**config.mk**
```make
export PLATFORM = sky130hd
export DESIGN_NAME = ifetch_queue
export DESIGN_NICKNAME = d
export VERILOG_FILES = /design/src/rtl/ifetch_queue.sv
export SDC_FILE = /design/constraint.sdc
export NUM_CORES = 1
export LEC_CHECK = 0
export ABC_AREA = 1
export CAP_MARGIN = 10
export CELL_PAD_IN_SITES_DETAIL_PLACEMENT = 0
export CELL_PAD_IN_SITES_GLOBAL_PLACEMENT = 2
export CORE_MARGIN = 2
export CORE_UTILIZATION = 36
export CTS_CLUSTER_SIZE = 28
export DETAILED_ROUTE_END_ITERATION = 8
export PLACE_DENSITY_LB_ADDON = 0.1
export SYNTH_ARGS = -nofsm -noshare
export SYNTH_HDL_FRONTEND = slang
export SYNTH_SLANG_ARGS = --single-unit
```
**constraint.sdc**
```tcl
create_clock -name clk -period 4.8 [get_ports clk]
set_input_delay 0.96 -clock clk [delete_from_list [all_inputs] [get_ports clk]]
set_output_delay 0.96 -clock clk [all_outputs]
set_load 0.005 [all_outputs]
```
**src/rtl/ifetch_queue.sv**
```systemverilog
// ---------------------------------------------------------------------------
// ifetch_queue -- instruction fetch unit with a small prefetch queue.
//
// Issues sequential word-aligned fetch requests to instruction memory and
// buffers returned words (tagged with their fetch address) in a DEPTH-entry
// FIFO that feeds the IF/ID register. A jump from execute flushes the queue
// and redirects fetch. Responses to requests issued before the jump are still
// in flight, so they are counted and discarded in the DRAIN state.
//
// Optional feature (macro IFQ_BYPASS_EN): a response arriving while the queue
// is empty is presented on inst_* in the same cycle, and is written to the
// FIFO only if the consumer does not take it. Without the macro there is no
// combinational path from imem_* to inst_*.
//
// Parameters:
//   RESET_PC     fetch address after reset
//   DEPTH        queue entries (power of two, 2..16)
// Ports:
//   clk          clock, rising edge
//   reset        asynchronous active-high reset
//   imem_req     fetch request valid            (out)
//   imem_addr    word-aligned fetch address     (out, 32)
//   imem_gnt     request accepted this cycle    (in)
//   imem_rvalid  in-order response valid        (in)
//   imem_rdata   response instruction word      (in, 32)
//   jump_flag    redirect strobe                (in)
//   jump_target  redirect address, [1:0] unused (in, 32)
//   inst_valid   queue head valid               (out)
//   inst         head instruction word          (out, 32)
//   inst_pc      head fetch address             (out, 32)
//   inst_ready   consumer accepts head          (in)
//   state_dbg    FSM state: 0 = FETCH, 1 = DRAIN (out)
//
// Handshakes: a transfer happens on a rising edge where valid and ready are
// both high (imem_req/imem_gnt, inst_valid/inst_ready). While valid is high
// and ready is low the producer holds valid and its payload stable, except
// that a jump flushes the queue unconditionally. imem_rvalid has no ready.
// ---------------------------------------------------------------------------
module ifetch_queue #(
    parameter logic [31:0] RESET_PC = 32'h0000_0000,
    parameter int          DEPTH    = 4
) (
    input  logic        clk,
    input  logic        reset,
    output logic        imem_req,
    output logic [31:0] imem_addr,
    input  logic        imem_gnt,
    input  logic        imem_rvalid,
    input  logic [31:0] imem_rdata,
    input  logic        jump_flag,
    input  logic [31:0] jump_target,
    output logic        inst_valid,
    output logic [31:0] inst,
    output logic [31:0] inst_pc,
    input  logic        inst_ready,
    output logic [0:0]  state_dbg
);

    localparam int AW = $clog2(DEPTH);
    localparam int CW = $clog2(DEPTH) + 1;

    localparam logic [0:0] ST_FETCH = 1'b0;
    localparam logic [0:0] ST_DRAIN = 1'b1;

    logic [0:0]    state;
    logic [31:0]   fetch_pc;
    // Requests are always issued at consecutive addresses from the last
    // redirect, so the tag of the oldest outstanding request is a counter
    // that advances per accepted response instead of a stored list.
    logic [31:0]   resp_pc;
    logic [31:0]   fifo_pc   [DEPTH];
    logic [31:0]   fifo_inst [DEPTH];
    logic [AW-1:0] rd_ptr;
    logic [AW-1:0] wr_ptr;
    logic [CW-1:0] count;
    logic [CW-1:0] outstanding;
    logic [CW-1:0] drop;

    logic          fifo_empty;
    logic [CW-1:0] inflight;
    logic          grant;
    logic          rsp_take;
    logic          push;
    logic          fifo_pop;
    logic          rv_counted;
    logic [CW-1:0] jump_drop;
    logic          unused_tgt_lsbs;

    // Fetch addresses are word aligned; the low target bits are discarded.
    assign unused_tgt_lsbs = ^jump_target[1:0];

    assign fifo_empty = (count == '0);
    // Queue slots already committed: buffered words plus requests in flight.
    assign inflight   = count + outstanding;

    assign imem_req   = !reset && (state == ST_FETCH) && !jump_flag && (inflight < CW'(DEPTH));
    assign imem_addr  = fetch_pc;
    assign grant      = imem_req && imem_gnt;

    // A response is kept only in FETCH outside a jump cycle. A response with
    // nothing outstanding is a protocol error and is ignored.
    assign rsp_take   = imem_rvalid && !jump_flag && (state == ST_FETCH) && (outstanding != '0);

    // On a jump every request still in flight must be discarded, minus the one
    // returning in this very cycle (it is discarded right now).
    assign rv_counted = imem_rvalid && ((outstanding != '0) || (drop != '0));
    assign jump_drop  = outstanding + drop - CW'(rv_counted);

`ifdef IFQ_BYPASS_EN
    logic bypass_hit;
    assign bypass_hit = rsp_take && fifo_empty && !reset;
    assign inst_valid = !reset && (!fifo_empty || bypass_hit);
    // A bypassed word taken by the consumer never enters the FIFO.
    assign push       = rsp_take && !(bypass_hit && inst_ready);
`else
    assign inst_valid = !reset && !fifo_empty;
    assign push       = rsp_take;
`endif

    assign fifo_pop   = inst_valid && inst_ready && !fifo_empty;
    assign state_dbg  = state;

    always_comb begin
        inst    = '0;
        inst_pc = '0;
        if (!fifo_empty) begin
            inst    = fifo_inst[rd_ptr];
            inst_pc = fifo_pc[rd_ptr];
        end
`ifdef IFQ_BYPASS_EN
        else if (bypass_hit) begin
            inst    = imem_rdata;
            inst_pc = resp_pc;
        end
`endif
    end

    always_ff @(posedge clk or posedge reset) begin
        if (reset) begin
            state       <= ST_FETCH;
            fetch_pc    <= RESET_PC;
            resp_pc     <= RESET_PC;
            rd_ptr      <= '0;
            wr_ptr      <= '0;
            count       <= '0;
            outstanding <= '0;
            drop        <= '0;
        end else if (jump_flag) begin
            fetch_pc    <= {jump_target[31:2], 2'b00};
            resp_pc     <= {jump_target[31:2], 2'b00};
            rd_ptr      <= '0;
            wr_ptr      <= '0;
            count       <= '0;
            outstanding <= '0;
            drop        <= jump_drop;
            state       <= (jump_drop != '0) ? ST_DRAIN : ST_FETCH;
        end else begin
            if (grant) begin
                fetch_pc <= fetch_pc + 32'd4;
            end
            if (rsp_take) begin
                resp_pc <= resp_pc + 32'd4;
            end
            outstanding <= outstanding + CW'(grant) - CW'(rsp_take);
            if (push) begin
                wr_ptr <= wr_ptr + AW'(1);
            end
            if (fifo_pop) begin
                rd_ptr <= rd_ptr + AW'(1);
            end
            count <= count + CW'(push) - CW'(fifo_pop);
            if ((state == ST_DRAIN) && imem_rvalid && (drop != '0)) begin
                drop <= drop - CW'(1);
                if (drop == CW'(1)) begin
                    state <= ST_FETCH;
                end
            end
        end
    end

    // Storage needs no reset: occupancy alone decides what is valid.
    always_ff @(posedge clk) begin
        if (push) begin
            fifo_pc[wr_ptr]   <= resp_pc;
            fifo_inst[wr_ptr] <= imem_rdata;
        end
    end

endmodule

```
Yosys cells after proc, flatten, opt, wreduce, memory -nomap -nowiden

Memory sizes are Yosys's and may differ from the RTL's.
Cells that the tools add are included.

Bitwise logic cells: 1
Equality and inequality tests: 1
Add/subtract/negate cells: 12
$lt $le $gt $ge: 1
Multiply operators: 0
Shift-type cells: 0
Reduce and logical (&&, ||, !) cells: 27
Multiplexer cells: 20
Div/mod/pow operators: 0

Operators by type and width:

| operator              | count |
|---|---|
| $mux 32               | 6 |
| $add 32x3->32 const B | 2 |
| $logic_and 1x1->1     | 13 |
| $mux 3                | 4 |
| $reduce_bool 2->1     | 5 |
| $reduce_bool 3->1     | 3 |
| $sub 3x1->3           | 3 |
| $mux 2                | 4 |
| $add 3x1->3           | 2 |
| $add 3x3->3           | 2 |
| $mux 1                | 6 |
| $add 2x1->2 const B   | 2 |
| $eq 3x1->1 const B    | 1 |
| $logic_not 1->1       | 3 |
| $logic_not 3->1       | 1 |
| $lt 3x3->1 const B    | 1 |
| $sub 3x1->3 const B   | 1 |
| $reduce_and 2->1      | 1 |
| $logic_or 1x1->1      | 1 |
| $not 1->1             | 1 |

Memory bits (writable): 256
Input port bits: 70
Memories: 2
Bits in latches: 0
Bits in registers: 78
Output and inout port bits: 99
ROM bits: 0

Memories:

| memory    | depth | width | read ports | clocked after Yosys merged registers in | write ports | line | text |
|---|---|---|---|---|---|---|---|
| fifo_inst | 4     | 32    | 1          | 0                                       | 1           | 72   | `logic [31:0] fifo_inst [DEPTH];` |
| fifo_pc   | 4     | 32    | 1          | 0                                       | 1           | 71   | `logic [31:0] fifo_pc [DEPTH];` |

Longest topological paths before layout

Depth after elaboration: 8
Depth in mapped cells: 13
Depth with buffers taken out: 13

Worst setup path before layout

No wires, ideal clock.

Path kind: input -> register
Start point: input jump_flag
End point: memory fifo_inst[0][0] (enable)
Setup slack: 380 ps
Cell stages on the path: 3
Path buffers: 0
Data arrival time: 3938 ps
Cell sequence: nor2_2 > nand3_2 > nor2_1

Cells in the longest elaborated chain, start to end: 6

Ends and longest elaborated chain:

| what                            | line | text |
|---|---|---|
| start, declared                 | 50   | `input logic jump_flag,` |
| $logic_not 1->1                 | 102  | `assign rsp_take = imem_rvalid && !jump_flag && (state == ST_FETCH) && (outstanding != '0);` |
| $logic_and 1x1->1 (3 in series) | 102  |  |
| $mux 1                          | 183  | `if (push) begin` |
| $mux 1 (not written as such)    | 185  | `fifo_inst[wr_ptr] <= imem_rdata;` |
| end, declared                   | 72   |  |

Every way passes these cells.

Final worst setup path

Start point: register rd_ptr[0]
End point: output inst[19]

Cells in the longest elaborated chain, start to end: 2

Ends and longest elaborated chain:

| what                   | line | text |
|---|---|---|
| start, declared        | 73   | `logic [AW-1:0] rd_ptr;` |
| start signal, assigned | 169  | `rd_ptr <= rd_ptr + AW'(1);` |
| $mem_v2 4x32           | --   |  |
| $mux 32                | 126  | `if (!fifo_empty) begin` |
| end, declared          | 53   | `output logic [31:0] inst,` |

Every way passes these cells.

==> results.md <==
- The flow ran to the end, and the final reports show no timing, DRC or antenna violations.
- The area share of the leading cell type in the synthesized netlist is 0.507.
- Clock tree synthesis inserted a total of 37 buffers.
- The violation count after the first detailed-route iteration is 475.
- In this run the tightest slew margin relative to its limit is 0.383.
- Buffers added to address setup during post-CTS repair amount to 0.
- Hold is met by around 540 ps.
- At the worst endpoint, the required time is approximately 3800 ps.
- Summed over all layers, the routed wires come to between 30000 and 40000 um.
- Synthesis instantiated 37 different standard cells from the library.
- After synthesis, the cell types taking the most area are edfxtp_1 51%, dfrtp_1 13%, nor2_1 8.5%.
- Synthesis inferred approximately 320 register bits.
- The number of pins exceeding their max-slew limit in the final report is 0.
- Counting instances, the worst hold path has a depth of 0.
- Summed over all failing endpoints, the final setup total negative slack is 0 ps.
- For this design the top-level I/O count stands at 169.
- For flop-to-flop paths, the worst setup slack is 1770 ps.
- Derived from the worst setup path, the maximum achievable clock frequency is 240 MHz.
- The via count of the first global-routing pass was 10534.
- Of all nets on the critical path, the largest fanout is between 50 and 60.
- The power density over the cells is 426 mW/mm^2.
- Clock tree synthesis selected as its root buffer the cell clkbuf_16.
- The cell with the largest stage delay on the worst path is dfrtp_4.
- The final weighted congestion in routability-driven placement is 0.804.
- The switching part of the total is 0.279.
- The worst setup path is of the reg2out kind.
- At the pin with the least slew margin, the transition time is about 920 ps.
- The number of DRC violations after detailed routing is 0.
- The average size of a mapped cell is 9.85 um^2.
- The sort of element at the end of the critical path is an output pin.
- The floorplan has 74 rows.
- IR analysis of the VDD net gives a maximum drop of 0.250 mV.
- The internal portion of the total power is 0.00557 W.
- The signal on the critical path passes through inv_2 -> buf_4 -> o21ai_0 -> a21oi_1 -> clkdlybuf4s50_1.
- The library cell occupying the most area in the post-synthesis netlist is edfxtp_1.
- The area enclosed by the die boundary is 0.0424 mm^2.
- The critical path contains buffers and inverters numbering 3 combined.
- The Yosys step of the flow raised 0 warnings.
- The number of cells on the worst reg-to-reg path is 14.
- The finished layout holds 2212 standard cells, fillers aside.
- The portion of total power attributed to combinational logic is 0.218.
- Before antenna repair, the detailed router went through 5 iterations.
- Once layout is done, the placed cells without fillers occupy around 0.018 mm^2.
- The family of cells with the greatest summed delay on the critical path is buffers and inverters.
- The async set or reset register ratio after synthesis is 0.230.
- The cts-stage hold buffer count is 0.
- The routed design could run at a clock period as short as 4160 ps.
- The core region area is 0.0406 mm^2.
- The maximum level of the CTS H-tree is 2.
- For this design the static power due to leakage is slightly below 7 nW.
- For the worst setup path, the data arrival time is 3200 ps.
- The remaining global-route overflow is 0.
- The clock network fraction of total power is 0.358.
- The total of max-cap violations is 0.
- From synthesis to final layout, the design area changed by 23.2%.
- The total count of hold-check failures in the final report is 0.
- The worst hold path belongs to the class reg2reg.
- Gates resized during post-CTS repair numbered 0.
- The initial utilization of the core area, before any placement, comes to 0.362.
- In the final routed layout, each cell accounts on average for ~18 um.
- The pin count of the biggest net entering global routing is 64.
- The gate count of the mapped netlist is 1492.
- The clock slew seen by the registers of the worst setup and hold paths is 50 ps.
- The wire-length estimate of the detail-placed layout is 24600 um.
- From bottom edge to top edge, the die measures 206 um.
- The part of the Yosys area used for sequential elements is 0.633.
- The net switching power is 0.00215 W.
- The total chip power is around 0.0077 W.
- Setup repair after global routing left no endpoint under its margin.
- The number of antenna violations at the first check in global routing is 0.
- The total placed instance area is roughly 0.017 mm^2.
- The all-layer global routing usage is 0.188.
- Once detail routing completed, the nets flagged for antenna violations numbered 0.
- The critical path depth is 5.
- The netlist area before placement is 0.0147 mm^2.
- Clock skew on the completed layout was measured at roughly 16 ps.
- The first-pass GRT wire length is between 60000 and 70000 um.
- The width of the die is 206 um.
- The clock reaches the later pin of the worst-skew pair after 530 ps.
- The placed cell count is roughly 2100.
- Counting every sink on the clock net gives 322.
- Buffers placed on the I/O ports in this run total 162.
- The per-cell via count in the routed design is 4.76.
- Of the available clock period, the critical path in the final layout requires 0.867.
- STA classifies the critical path startpoint as a flip-flop.
- The count of antenna diodes in the layout is 0.
- The number of enable-type register cells in the synthesized netlist is approximately 250.
- Setup violations remaining at the end of the flow were counted as 0.
- The deepest clock path buffer count is 3.
- The biggest cell delay along the critical path is 710 ps.
- The most instantiated flip-flop cell in the synthesis netlist is edfxtp_1.
- The register share of total power is 0.424.
- The routed via count is 10524.
- The total number of nets in the final design is 1743.
- Of the cells placed in the final design, the portion with a size suffix greater than 1 is 0.0649.
- TritonCTS built the clock tree.
==> power groups by stage <==
| stage | Combinational [W] | Clock (W) | Sequential, W |
|---|---|---|---|
| detailed placement | 0.00171 | 0 | 0.00332 |
| finish | 0.00168 | 0.00276 | 0.00327 |
| global placement | 0.00171 | 0 | 0.00332 |
| CTS | 0.00172 | 0.00285 | 0.00327 |
| global route | 0.00187 | 0.00297 | 0.00329 |
| floorplan | 0.000809 | 0 | 0.00325 |
==> flip-flops by register name, indices dropped and copies added (netlist names) <==
name and count:
outstanding 3, drop 3, rd_ptr 2, fifo_inst 128, state_dbg 1, wr_ptr 2
fifo_pc 120, resp_pc 30, count 3, imem_addr 30
==> cell usage after synthesis (2+ instances only) <==
library cell / instances
a21oi_1: 69
and3_1: 2
buf_1: 2
buf_2: 13
buf_4: 7
buf_6: 2
clkbuf_1: 41
dfrtp_1: 74
edfxtp_1: 248
fa_1: 3
ha_1: 17
inv_1: 89
inv_2: 6
nand2_1: 270
nand2_2: 11
nand3_1: 78
nand3_2: 6
nand3b_1: 3
nand4_1: 6
nor2_1: 331
nor2_2: 5
nor3_1: 9
nor3b_1: 2
o211ai_1: 4
o21ai_0: 145
or2_2: 2
xnor2_1: 8
xor2_1: 30
==> path summary, 6_finish.rpt <==
path | startpoint | end
min | resp_pc[26] | fifo_pc[2][26]
max in group asynchronous | reset | resp_pc[5]
min in group asynchronous | reset | count[2]
max reg2reg | count[1] | count[2]
max | rd_ptr[0] | inst[19]
min reg2reg | resp_pc[26] | fifo_pc[2][26]
==> through the flow <==
stage	worst slack (ps)	utilization
after floorplan	380	-
after global placement	1160	0.417
after detailed placement	1160	0.417
after CTS	580	0.446
after global routing	387	0.446
final	636	0.446
==> routing by layer <==
layer	vias up	wire, um	GRT usage
li1	5321	-	-
met1	4961	17600	0.243
met2	200	19200	0.329
met3	42	1600	0.0285
met4	0	642	0.0459
met5	-	0	0
==> cell families (layout without fill, tap and decap cells) <==
family                     Yosys count  after routing  synth area share
DFF                                322            322             0.633
buffers and inverters              161            346            0.0451
AOI/OAI and AO/OA                  223            223            0.0774
and+or+nand+nor                    727            727             0.203
adders and majority gates           20             20            0.0186
xor gates and xnor gates            38             38            0.0227
other                                1              4          0.000255
==> final cells by class <==
cell class	count	area (um^2)
clock buffers	47	985
clock inverters	19	210
fillers	3901	22500
inverters	96	362
multi-input cells	1012	4780
flip-flops and latches	322	9300
well taps	532	666
repair buffers	184	1800
==> cells in the final DEF (no fill, tap or decap), types with 8 or more instances in the layout <==
master / synthesis / routed
inv_1: 89 / 88
clkbuf_16: 0 / 38
nand3_1: 78 / 78
nand2_1: 270 / 270
xnor2_1: 8 / 8
dfrtp_1: 74 / 72
clkbuf_1: 41 / 9
nor3_1: 9 / 9
clkdlybuf4s50_1: 0 / 162
buf_4: 7 / 21
a21oi_1: 69 / 69
ha_1: 17 / 17
nor2_1: 331 / 327
clkinv_1: 1 / 10
o21ai_0: 145 / 145
edfxtp_1: 248 / 248
xor2_1: 30 / 30
nand2_2: 11 / 11
No activity file was read; power rests on OpenSTA's default activity.
